--- config.mk ---
export PLATFORM = sky130hd
export DESIGN_NAME = seq_alu
export DESIGN_NICKNAME = d
export VERILOG_FILES = /design/src/rtl/seq_alu.sv
export SDC_FILE = /design/constraint.sdc
export NUM_CORES = 1
export LEC_CHECK = 0
export ABC_AREA = 0
export BUFFER_PORTS_ARGS = -buffer_cell sky130_fd_sc_hd__clkbuf_2
export CORE_ASPECT_RATIO = 1.5
export CORE_MARGIN = 5
export CORE_UTILIZATION = 40
export CTS_CLUSTER_SIZE = 8
export DETAILED_ROUTE_END_ITERATION = 10
export GPL_TIMING_DRIVEN = 0
export PLACE_DENSITY_LB_ADDON = 0.15
export SLEW_MARGIN = 15
export SYNTH_ARGS = -nofsm -noshare
export SYNTH_HDL_FRONTEND = slang
export SYNTH_SLANG_ARGS = --single-unit
--- constraint.sdc ---
create_clock -name clk -period 4.1 [get_ports clk]
set_input_delay 0.82 -clock clk [delete_from_list [all_inputs] [get_ports clk]]
set_output_delay 0.82 -clock clk [all_outputs]
set_load 0.005 [all_outputs]
--- src/rtl/seq_alu.sv ---
// Handshaked sequential ALU: single-cycle base ops plus multi-cycle
// unsigned multiply (shift-add) and divide/remainder (restoring).
module seq_alu #(
   parameter int WIDTH = 16,
   parameter int SHW   = $clog2(WIDTH)
) (
   input  logic             clk,
   input  logic             rstN,
   input  logic             inValid,
   output logic             inReady,
   input  logic [WIDTH-1:0] aluInput1,
   input  logic [WIDTH-1:0] aluInput2,
   input  logic [3:0]       aluControl,
   output logic             outValid,
   input  logic             outReady,
   output logic [WIDTH-1:0] aluOutput,
   output logic [WIDTH-1:0] aluOutputHi,
   output logic             zero,
   output logic             less,
   output logic             overflow,
   output logic             divZero,
   output logic             illegal
);

   typedef enum logic [1:0] {IDLE, BUSY, DONE} state_t;

   typedef enum logic [3:0] {
      OP_ADD  = 4'd0,  OP_SUB  = 4'd1,  OP_AND  = 4'd2,  OP_OR  = 4'd3,
      OP_XOR  = 4'd4,  OP_SLTU = 4'd5,  OP_SRL  = 4'd6,  OP_SLL = 4'd7,
      OP_SRA  = 4'd8,  OP_MUL  = 4'd9,  OP_DIVU = 4'd10, OP_REMU = 4'd11,
      OP_SLT  = 4'd12
   } op_t;

   localparam int MSB = WIDTH - 1;

   state_t           state, state_nx;
   logic [3:0]       op_q;
   logic [WIDTH-1:0] a_q, b_q;
   logic [WIDTH-1:0] hi_q, lo_q;
   logic [SHW-1:0]   cnt_q;

   logic             accept, is_multi, load_out;

   // single-cycle datapath, fed straight from the ports at the accept edge
   logic [WIDTH-1:0] sum, diff, sc_res;
   logic [SHW-1:0]   shamt;
   logic             slt_s, slt_u, sc_less, sc_ovf, sc_ill;

   // iteration datapath
   logic [WIDTH:0]   mul_sum;
   logic [WIDTH-1:0] mul_hi_nx, mul_lo_nx;
   logic [WIDTH:0]   div_sh;
   logic [WIDTH-1:0] div_diff, div_r_nx, div_q_nx;
   logic             div_ok;

   logic [WIDTH-1:0] fin_res, fin_hi;
   logic             fin_less, fin_ovf, fin_dz, fin_ill;

   assign inReady  = (state == IDLE);
   assign outValid = (state == DONE);
   assign accept   = (state == IDLE) && inValid;
   assign is_multi = (aluControl == OP_MUL) || (aluControl == OP_DIVU) ||
                     (aluControl == OP_REMU);
   assign load_out = (accept && !is_multi) || ((state == BUSY) && (cnt_q == '0));

   assign sum   = aluInput1 + aluInput2;
   assign diff  = aluInput1 - aluInput2;
   assign shamt = aluInput2[SHW-1:0];
   assign slt_s = $signed(aluInput1) < $signed(aluInput2);
   assign slt_u = aluInput1 < aluInput2;

   always_comb begin
      sc_res = '0;
      sc_ovf = 1'b0;
      sc_ill = 1'b0;
      case (aluControl)
         OP_ADD: begin
            sc_res = sum;
            sc_ovf = (aluInput1[MSB] == aluInput2[MSB]) && (sum[MSB] != aluInput1[MSB]);
         end
         OP_SUB: begin
            sc_res = diff;
            sc_ovf = (aluInput1[MSB] != aluInput2[MSB]) && (diff[MSB] != aluInput1[MSB]);
         end
         OP_AND:  sc_res = aluInput1 & aluInput2;
         OP_OR:   sc_res = aluInput1 | aluInput2;
         OP_XOR:  sc_res = aluInput1 ^ aluInput2;
         OP_SLTU: sc_res = WIDTH'(slt_u);
         OP_SRL:  sc_res = aluInput1 >> shamt;
         OP_SLL:  sc_res = aluInput1 << shamt;
         OP_SRA:  sc_res = WIDTH'($signed(aluInput1) >>> shamt);
         OP_SLT:  sc_res = WIDTH'(slt_s);
         OP_MUL, OP_DIVU, OP_REMU: sc_res = '0;
         default: sc_ill = 1'b1;
      endcase
      case (aluControl)
         OP_SUB, OP_SLT: sc_less = slt_s;
         OP_SLTU:        sc_less = slt_u;
         default:        sc_less = sc_res[MSB];
      endcase
   end

   // hi_q:lo_q is the partial product for MUL, remainder:dividend for DIV/REM
   assign mul_sum   = {1'b0, hi_q} + (lo_q[0] ? {1'b0, a_q} : '0);
   assign mul_hi_nx = mul_sum[WIDTH:1];
   assign mul_lo_nx = {mul_sum[0], lo_q[MSB:1]};

   assign div_sh   = {hi_q, lo_q[MSB]};
   assign div_ok   = div_sh >= {1'b0, b_q};
   assign div_diff = div_sh[MSB:0] - b_q;
   assign div_r_nx = div_ok ? div_diff : div_sh[MSB:0];
   assign div_q_nx = {lo_q[MSB-1:0], div_ok};

   always_comb begin
      fin_res  = sc_res;
      fin_hi   = '0;
      fin_less = sc_less;
      fin_ovf  = sc_ovf;
      fin_dz   = 1'b0;
      fin_ill  = sc_ill;
      if (state == BUSY) begin
         fin_ovf = 1'b0;
         fin_ill = 1'b0;
         case (op_q)
            OP_MUL: begin
               fin_res = mul_lo_nx;
               fin_hi  = mul_hi_nx;
            end
            OP_DIVU: begin
               fin_res = div_q_nx;
               fin_dz  = (b_q == '0);
            end
            default: begin
               fin_res = div_r_nx;
               fin_dz  = (b_q == '0);
            end
         endcase
         fin_less = fin_res[MSB];
      end
   end

   always_comb begin
      state_nx = state;
      case (state)
         IDLE:    if (inValid) state_nx = is_multi ? BUSY : DONE;
         BUSY:    if (cnt_q == '0) state_nx = DONE;
         DONE:    if (outReady) state_nx = IDLE;
         default: state_nx = IDLE;
      endcase
   end

   always_ff @(posedge clk or negedge rstN) begin
      if (!rstN) begin
         state       <= IDLE;
         op_q        <= '0;
         a_q         <= '0;
         b_q         <= '0;
         hi_q        <= '0;
         lo_q        <= '0;
         cnt_q       <= '0;
         aluOutput   <= '0;
         aluOutputHi <= '0;
         zero        <= 1'b0;
         less        <= 1'b0;
         overflow    <= 1'b0;
         divZero     <= 1'b0;
         illegal     <= 1'b0;
      end else begin
         state <= state_nx;
         if (accept) begin
            op_q  <= aluControl;
            a_q   <= aluInput1;
            b_q   <= aluInput2;
            cnt_q <= SHW'(WIDTH - 1);
            hi_q  <= '0;
            lo_q  <= (aluControl == OP_MUL) ? aluInput2 : aluInput1;
         end else if (state == BUSY) begin
            cnt_q <= cnt_q - SHW'(1);
            if (op_q == OP_MUL) begin
               hi_q <= mul_hi_nx;
               lo_q <= mul_lo_nx;
            end else begin
               hi_q <= div_r_nx;
               lo_q <= div_q_nx;
            end
         end
         if (load_out) begin
            aluOutput   <= fin_res;
            aluOutputHi <= fin_hi;
            zero        <= (fin_res == '0);
            less        <= fin_less;
            overflow    <= fin_ovf;
            divZero     <= fin_dz;
            illegal     <= fin_ill;
         end
      end
   end

endmodule

==> impl_metrics.ini, run 1 <==
[sta]
timing.final.crit_share_pct = 101
hold_slack_ps = 308
timing.final.hold_violations = 0
rsz0062_at_grt = true
finalSetupViolations = 1
tightest_slew_ps = 1040
layout_setup_ws_ps = -43.9
timing.slew.headroom_pct = 29.5
layout_min_cycle_time_ps = 4140
skew_ps = 11.9
timing.final.max_slew_violations = 0
max_freq_ghz = 0.241

[drt]
antenna_left = 0
drt-initial-drc-count = 811
drcViolationCount = 0
first_pass_iters = 7
wire_per_inst_um = 26.7
wl_um = 50200
via_count = 11900
vias_per_cell = 6.33

[run_status]
outcome = finished, violations left
violations = negative setup slack

[cells_and_area]
final_util_pct = 47.2
nets = 1657
design_area_um2 = 13100
stdcell_count = 1880
antenna_cells = 0
drive_gt1_share_pct = 17.7
syn_to_final_growth_pct = 17.1

[setup_path]
crit_arrival_ps = 4430
path_max_fanout = 10
start_kind = input port
cp-end-kind = flop
reg2regPathDepth = 12
cp.required_ps = 4380
worst-setup-path-type = in2reg

[synthesis]
synth-edff-count = 0
syn_area_per_cell_um2 = 7.88
synth_nets = 1550
synth_top_area_share_pct = 24.8
synth_seq_cells = 111
yosys_most_used_dff = dfrtp_1
yosysTopAreaCell = dfrtp_1
async_flop_share_pct = 100
ys_top_cells_by_area = dfrtp_1 (25%), ha_1 (9.4%), nand2_1 (6.5%)
netlist_instances = 1422
yosysUniqueCellTypes = 88
yosys_warnings = 0
syn_area_um2 = 11200
synth.yosys.seq_area_share_pct = 24.8

[power]
peakVddDrop_uv = 279
p_leak_uw = 0.00568
power_per_cell_area_nw_per_um2 = 580

[worst_hold_path]
hold_class = in2async

[placement]
numPlacedInstances = 1848
place_hpwl_um = 40400
gp_congestion = 1.04
port_buffers = 78
dp_slack_ps = -1550
post_dp_cell_area_um2 = 12100

[global_routing]
grt_usage_pct = 31.2
grt-ovfl-total = 0
grt_max_degree = 90
grt_pass1_vias = 12000
grt_pass1_wl_um = 74400
antenna_found_initial = 0

[job]
maxCapViolCount = 0

[floorplanning]
dieHeight_um = 215
num_io_pins = 79
num_rows = 75
initial_core_util_pct = 40.3
dieArea_um2 = 31500
fp.coreArea_um2 = 27800
fp.dieW_um = 147

[clock_tree]
clock-sinks = 111
cts_tree = yes
path_clk_slew_ps = 80
worstSkewPairLatency_ps = 380
root_buffer = clkbuf_16
cts_max_level = 3
clk_path_buf_depth = 2
cts-buffers-inserted = 9
state kept, by name (all words and copies together), names as in the netlist, 2 cells and up:
signal and flops:
aluOutput 16, b_q 16, aluOutputHi 16, op_q 4, state 2, lo_q 16
cnt_q 4, a_q 16, hi_q 16
power by group:
group / internal, uW / switching (uW)
combinational: 1820 / 2880
sequential: 1510 / 396
clock: 549 / 458
total: 3880 / 3740
layout by cell type, fill, tap and decap left out, types with 14 or more instances in the layout:
| master | count |
|---|---|
| nand2_1 | 193 |
| nor2_1 | 116 |
| dfrtp_1 | 109 |
| a21oi_1 | 102 |
| clkbuf_2 | 83 |
| o21ai_0 | 81 |
| ha_1 | 76 |
| inv_1 | 63 |
| clkbuf_1 | 60 |
| nand3_1 | 42 |
| mux2i_1 | 36 |
| o211ai_1 | 34 |
| nor3_1 | 32 |
| buf_4 | 23 |
| o31ai_1 | 20 |
| a21o_1 | 19 |
| xnor2_1 | 18 |
| and2_1 | 17 |
| mux2_2 | 17 |
| mux4_2 | 17 |
| nand2b_1 | 14 |
critical path, cell delays in order:
cell,delay (ps)
clkbuf_2,170
or4_1,140
clkbuf_1,370
clkbuf_1,700
o2111ai_1,150
o21ai_0,120
o2111ai_1,190
a21oi_1,280
o21ai_2,170
or4_1,570
or4_4,540
o41ai_2,200
what timing repair did:
item	CTS	global route
setup buffers	14	7
hold buffers	0	0
pin swaps	22	13
gates resized for setup	97	38
setup endpoints to repair	14	2
cell families after synthesis:
| logic type | share of synthesized area (%) |
|---|---|
| AOI/OAI and AO/OA | 26.9 |
| xor gates and xnor gates | 2.27 |
| adders and majority gates | 10.1 |
| buffers and inverters | 6.09 |
| DFF | 24.8 |
| muxes | 9.13 |
| and+or+nand+nor | 20.7 |
path summary, 6_finish.rpt:
| kind | start | slack [ps] | endpoint |
|---|---|---|---|
| max in group asynchronous | rstN | 3070 | lo_q[15]$_DFFE_PN0P_ |
| min | rstN | 310 | lo_q[2]$_DFFE_PN0P_ |
| min in group clk | aluOutputHi[1]$_DFFE_PN0P_ | 470 | aluOutputHi[1]$_DFFE_PN0P_ |
| max | aluControl[0] | -40 | zero$_DFFE_PN0P_ |
| max reg2reg | hi_q[13]$_DFFE_PN0P_ | 0 | zero$_DFFE_PN0P_ |
| min reg2reg | aluOutputHi[1]$_DFFE_PN0P_ | 470 | aluOutputHi[1]$_DFFE_PN0P_ |
synth_stat cells, types with 8 or more instances:
cell type / n
nand2_1: 193
nor2_1: 117
dfrtp_1: 111
a21oi_1: 105
o21ai_0: 90
ha_1: 84
clkbuf_1: 78
inv_1: 67
nand3_1: 42
mux2i_1: 41
nor3_1: 34
o211ai_1: 34
o31ai_1: 24
a21o_1: 19
and2_1: 18
xnor2_1: 18
mux2_2: 17
mux4_2: 17
a211oi_1: 16
a22oi_1: 14
nand2b_1: 14
buf_1: 13
nor2b_1: 13
nor4_1: 13
o22ai_1: 13
a31oi_1: 12
xor2_1: 11
a22o_1: 10
o21a_1: 10
o221ai_1: 9
or2_2: 8
or3_1: 8
per-stage QoR:
stage	power (uW)	TNS, ps
floorplan	4710	0
global placement	6090	-7730
detailed placement	6140	-5660
CTS	7440	0
global route	8110	-87.5
finish	7610	-43.9
metal layers:
metal | global-route usage (%) | routed length (um) | part of all wire, %
met5 | 0 | 0 | 0
met1 | 32.0 | 17300 | 34
met2 | 56.8 | 25700 | 51
met3 | 3.94 | 2230 | 4.4
met4 | 24.0 | 4940 | 9.8
area by class of cell:
class | count | area, um^2
clock buffer | 10 | 229
sequential | 111 | 2780
buffer | 97 | 493
inverter | 68 | 278
timing repair buffer | 101 | 608
fill | 2854 | 14700
clock inverter | 6 | 100
multi-input combinational | 1141 | 8200
tap | 346 | 433
Note: power is estimated with default switching activity, not from simulation.
==> run 2: changes to the inputs <==
- CORE_MARGIN: 5 -> not set
- PLACE_DENSITY: not set -> 0.59
- PLACE_DENSITY_LB_ADDON: 0.15 -> not set
==> run 2 against run 1 <==
Critical path depth increased by 1; clock power decreased by 13%; sequential cell count did not move; non-clock buffer count rose by 10; utilization increased by 1.5 points; via count up 1.7%; the run ends with design-rule violations, negative setup slack left; clock skew hardly changed; wire length about the same; final area rose by 1.7%.
==> impl_metrics.ini, run 2 (synthesis results as in run 1) <==
[floorplanning]
dieArea_um2 = 28700
fp.dieW_um = 139
num_io_pins = 79
num_rows = 74
initial_core_util_pct = 40.9
dieHeight_um = 207
fp.coreArea_um2 = 27400

[clock_tree]
worstSkewPairLatency_ps = 370
postCtsHoldBufs = 0
cts_max_level = 3
path_clk_slew_ps = 70
clock-sinks = 111
cts_tree = yes
clk_path_buf_depth = 2
root_buffer = clkbuf_16
cts-buffers-inserted = 9

[cells_and_area]
mostFrequentLayoutCells = nand2_1 (193), nor2_1 (116), dfrtp_1 (110), a21oi_1 (101), o21ai_0 (82)
nets = 1667
multi_input_area_um2 = 8330
syn_to_final_growth_pct = 19.2
antenna_cells = 0
final_util_pct = 48.7
drive_gt1_share_pct = 19.4
area.sequential_um2 = 2780
fillCellCount = 2818
final_common_cell = nand2_1

[global_routing]
grt_pass1_vias = 12100
grt_max_degree = 59
grt-ovfl-total = 0
grt_usage_pct = 35.3
grt_pass1_wl_um = 74400
antenna_found_initial = 0

[sta]
finalSetupViolations = 1
fin_setup_tns_ps = -54.8
layout_setup_ws_ps = -54.8
rsz0062_at_grt = true
timing.slew.headroom_pct = 23.0
max_freq_ghz = 0.241
skew_ps = 12.1
timing.final.max_slew_violations = 0
timing.final.crit_share_pct = 101
timing.final.hold_violations = 0
layout_min_cycle_time_ps = 4150
tightest_slew_ps = 1150

[power]
p_clk_share_pct = 11.4
p_sw_uw = 3850
intPower_uw = 3860
pwr-share-comb_pct = 63.8
total_power_uw = 7710
power_per_cell_area_nw_per_um2 = 577
seq_power_share_pct = 24.9
peakVddDrop_uv = 267
p_leak_uw = 0.00575
switching_share_pct = 49.9

[drt]
antenna_left = 0
vias_per_cell = 6.42
drcViolationCount = 2
drt-met1-wl_um = 17300
dr_wl_met2_um = 25200
wl_met3_um = 2430
routed.top_layer = met4
wire_per_inst_um = 26.6
first_pass_iters = 8
wl_um = 50200
drt-initial-drc-count = 897
via_count = 12100

[setup_path]
cp-end-kind = flop
timing.rr.start = b_q[14]$_DFFE_PN0P_
start_kind = input port
path_max_fanout = 7
crit_arrival_ps = 4420
worst-setup-path-type = in2reg
cp.required_ps = 4370
r2r-end = zero$_DFFE_PN0P_
reg2regPathDepth = 14
regToRegSetupSlack_ps = 20

[placement]
place_hpwl_um = 40000
gp_congestion = 1.07
port_buffers = 78

[run_status]
outcome = finished, violations left
violations = design-rule violations, negative setup slack

[worst_hold_path]
hold_class = in2async

[job]
maxCapViolCount = 0
-- run 2: how the worst max path moves through the flow --
| stage | start | end | slack, ps | depth (start not counted) |
|---|---|---|---|---|
| 6_report | aluInput1[0] | zero$_DFFE_PN0P_ | -50 | 13 |
| 5_1_grt | aluInput1[10] | zero$_DFFE_PN0P_ | -150 | 13 |
| 4_1_cts | aluInput1[0] | zero$_DFFE_PN0P_ | 2 | 15 |
| 3_5_place_dp | aluInput2[2] | zero$_DFFE_PN0P_ | -1430 | 12 |
| 3_3_place_gp | aluInput2[2] | zero$_DFFE_PN0P_ | -1450 | 12 |
| 2_1_floorplan | aluInput2[3] | zero$_DFFE_PN0P_ | 20 | 15 |
-- run 2: cell type report --
cell class	count	area share [%]
clock inverters	5	0.309
inverters	68	2.15
well taps	342	3.21
clock buffers	10	1.79
flip-flops and latches	111	20.8
multi-input cells	1141	62.4
plain buffers	97	3.95
repair buffers	111	5.38
-- run 2: metal layers --
metal	vias up	track usage, %
met5	-	0
met4	0	32.3
met3	228	3.78
met2	558	65.2
met1	5850	35.4
li1	5467	-
-- run 2: stage by stage --
stage	setup WS, ps	instance area, um^2	cells	hold WS, ps
4_1_cts	1.58	13100	1877	436
3_5_place_dp	-1430	12100	1844	457
6_report	-54.8	13300	1885	409
5_1_grt	-146	13300	1885	441
2_1_floorplan	15.4	11200	1422	442
3_3_place_gp	-1450	12100	1842	452
-- run 2: timing repair --
item | CTS | global route
gates cloned | 0 | 0
pin swaps | 26 | 26
endpoints found under the setup margin | 8 | 2
gates resized for setup | 124 | 55
setup buffers | 22 | 9
-- run 2: worst max-delay path: stages --
cell	delay (ps)
clkbuf_16	150
ha_4	180
fa_2	390
a21o_1	250
a221oi_4	330
o21a_2	250
nand3b_1	140
a211oi_2	90
o31ai_2	350
o2111ai_2	260
or4_4	520
or4_4	420
o41ai_2	270
-- run 2: power by group through the flow --
stage | combinational, uW | sequential (uW) | clock, uW
after floorplan | 2940 | 1780 | 0
after detailed placement | 4240 | 1920 | 0
final | 4910 | 1920 | 876
after global routing | 5290 | 1960 | 919
after global placement | 4190 | 1910 | 0
after CTS | 4610 | 1900 | 882
==> run 3: changes to the inputs <==
- CELL_PAD_IN_SITES_DETAIL_PLACEMENT: not set -> 1
- CELL_PAD_IN_SITES_GLOBAL_PLACEMENT: not set -> 1
- PLACE_DENSITY: 0.59 -> not set
- PLACE_DENSITY_LB_ADDON: not set -> 0.3
==> run 3 against run 2 <==
The run still ends with design-rule violations, negative setup slack left; sequential cell count is the same; die area unchanged; setup slack worse by 90 ps; sequential share of layout area up 0.34 points; combinational power is 1% higher; clock skew is essentially flat; highest routed layer unchanged.
==> impl_metrics.ini, run 3 (synthesis results as in run 1) <==
[setup_path]
crit_arrival_ps = 4530
cp-end-kind = flop
r2r-end = zero$_DFFE_PN0P_
worst-setup-path-type = in2reg
reg2regPathDepth = 12
start_kind = input port
cp_common_cell = nor2_1
cp_slowest_stage_delay_ps = 580
regToRegSetupSlack_ps = -120
path_max_fanout = 10
cp_slowest_cell = or4_1
crit_chain = clkbuf_2 > buf_6 > buf_12 > mux4_2 > a22oi_1 > o21ai_0 > nor2_1 > nor3_1 > nor2_1 > o211ai_1 > or4_1 > or4_4 > o41ai_2
timing.rr.start = hi_q[1]$_DFFE_PN0P_
cp.required_ps = 4380

[cells_and_area]
antenna_cells = 0
nets = 1662
design_area_um2 = 13100
syn_to_final_growth_pct = 17.3
final_common_cell = nand2_1
final_util_pct = 47.9
mostFrequentLayoutCells = nand2_1 (193), nor2_1 (115), dfrtp_1 (110), a21oi_1 (101)
drive_gt1_share_pct = 17.9

[sta]
timing.final.max_slew_violations = 0
timing.final.crit_share_pct = 104
layout_min_cycle_time_ps = 4250
max_freq_ghz = 0.236
timing.slew.headroom_pct = 23.2
fin_setup_tns_ps = -145
finalSetupViolations = 1
timing.final.hold_violations = 0
skew_ps = 12.0
layout_setup_ws_ps = -145
rsz0062_at_grt = true
tightest_slew_ps = 1140

[drt]
antenna_left = 0
via_count = 12300
wl_um = 52400
drt-initial-drc-count = 758
first_pass_iters = 11
vias_per_cell = 6.52
drcViolationCount = 7
wire_per_inst_um = 27.9

[placement]
port_buffers = 78
post_dp_cell_area_um2 = 12100
place_hpwl_um = 42200
gp_congestion = 1.04
dp_slack_ps = -1480

[global_routing]
antenna_found_initial = 0
grt_pass1_wl_um = 78400
grt_max_degree = 62
grt_usage_pct = 36.8
grt_pass1_vias = 13000
grt-ovfl-total = 0

[worst_hold_path]
hold_class = in2async

[floorplanning]
dieArea_um2 = 28700
fp.coreArea_um2 = 27400
dieHeight_um = 207
fp.dieW_um = 139
initial_core_util_pct = 40.9
num_rows = 74
num_io_pins = 79

[power]
peakVddDrop_uv = 301
power_per_cell_area_nw_per_um2 = 595
p_leak_uw = 0.00571

[job]
maxCapViolCount = 0

[run_status]
outcome = finished, violations left
violations = design-rule violations, negative setup slack

[clock_tree]
cts_tree = yes
path_clk_slew_ps = 90
clk_path_buf_depth = 2
clock-sinks = 111
postCtsHoldBufs = 0
cts_max_level = 3
cts-buffers-inserted = 9
root_buffer = clkbuf_16
worstSkewPairLatency_ps = 380
[run 3: cell count changes in the layout (fill, tap and decap cells not counted), moves of 3 or more]
| cell | previous run | this run |
|---|---|---|
| clkbuf_1 | 57 | 60 |
| ha_4 | 7 | 4 |
| ha_1 | 74 | 77 |
| buf_4 | 33 | 25 |
| buf_6 | 3 | 6 |
[run 3: worst max-delay path by stage]
stage / start / end / slack (ps) / cells past startpoint
finish: aluInput2[0] / zero$_DFFE_PN0P_ / -150 / 13
floorplan: aluInput2[3] / zero$_DFFE_PN0P_ / 20 / 15
global placement: aluInput2[2] / zero$_DFFE_PN0P_ / -1410 / 14
detailed placement: aluInput2[2] / zero$_DFFE_PN0P_ / -1480 / 14
CTS: aluInput1[4] / zero$_DFFE_PN0P_ / 0.5 / 13
global route: hi_q[1]$_DFFE_PN0P_ / zero$_DFFE_PN0P_ / -170 / 12
[run 3: where the power goes]
| part | total [uW] | internal [uW] | switching, uW | leakage [uW] |
|---|---|---|---|---|
| logic | 4980 | 1900 | 3070 | 0.00418 |
| clock network | 915 | 433 | 482 | 0.000147 |
| registers | 1920 | 1510 | 409 | 0.00138 |
[run 3: layout make-up]
cell class                 count  area, um^2
buffer                        98         508
clock buffer                   9         225
clock inverter                 7        73.8
fill                        3376       14300
inverter                      68         277
multi-input combinational   1141        8190
sequential                   111        2780
tap                          342         428
timing repair buffer         105         661
[run 3: critical path: cells and delay by family]
family,cells,cell delay [ps]
simple gates,5,1540
compound gates,4,1140
mux,1,570
buf+inv,3,460
[run 3: stage by stage]
step           instances  hold slack [ps]  power [uW]
2_1_floorplan       1422              442        4710
3_3_place_gp        1842              453        6080
3_5_place_dp        1844              461        6240
4_1_cts             1872              400        7530
5_1_grt             1881              414        8230
6_report            1881              380        7810
[run 3: timing repair]
item                       4_1_cts  5_1_grt
buffers inserted                15       10
pin swaps                       25       19
setup endpoints to repair       10        3
gates resized for setup         98       35
gates cloned                     0        0
[run 3: per-layer routing]
metal	up-vias	share of wire, %	wire length, um	GRT usage [%]
li1	5435	-	-	-
met1	6048	34	17800	34.9
met2	513	51	26600	68.0
met3	259	4.3	2270	4.91
met4	0	11	5740	37.3
met5	-	0	0	0
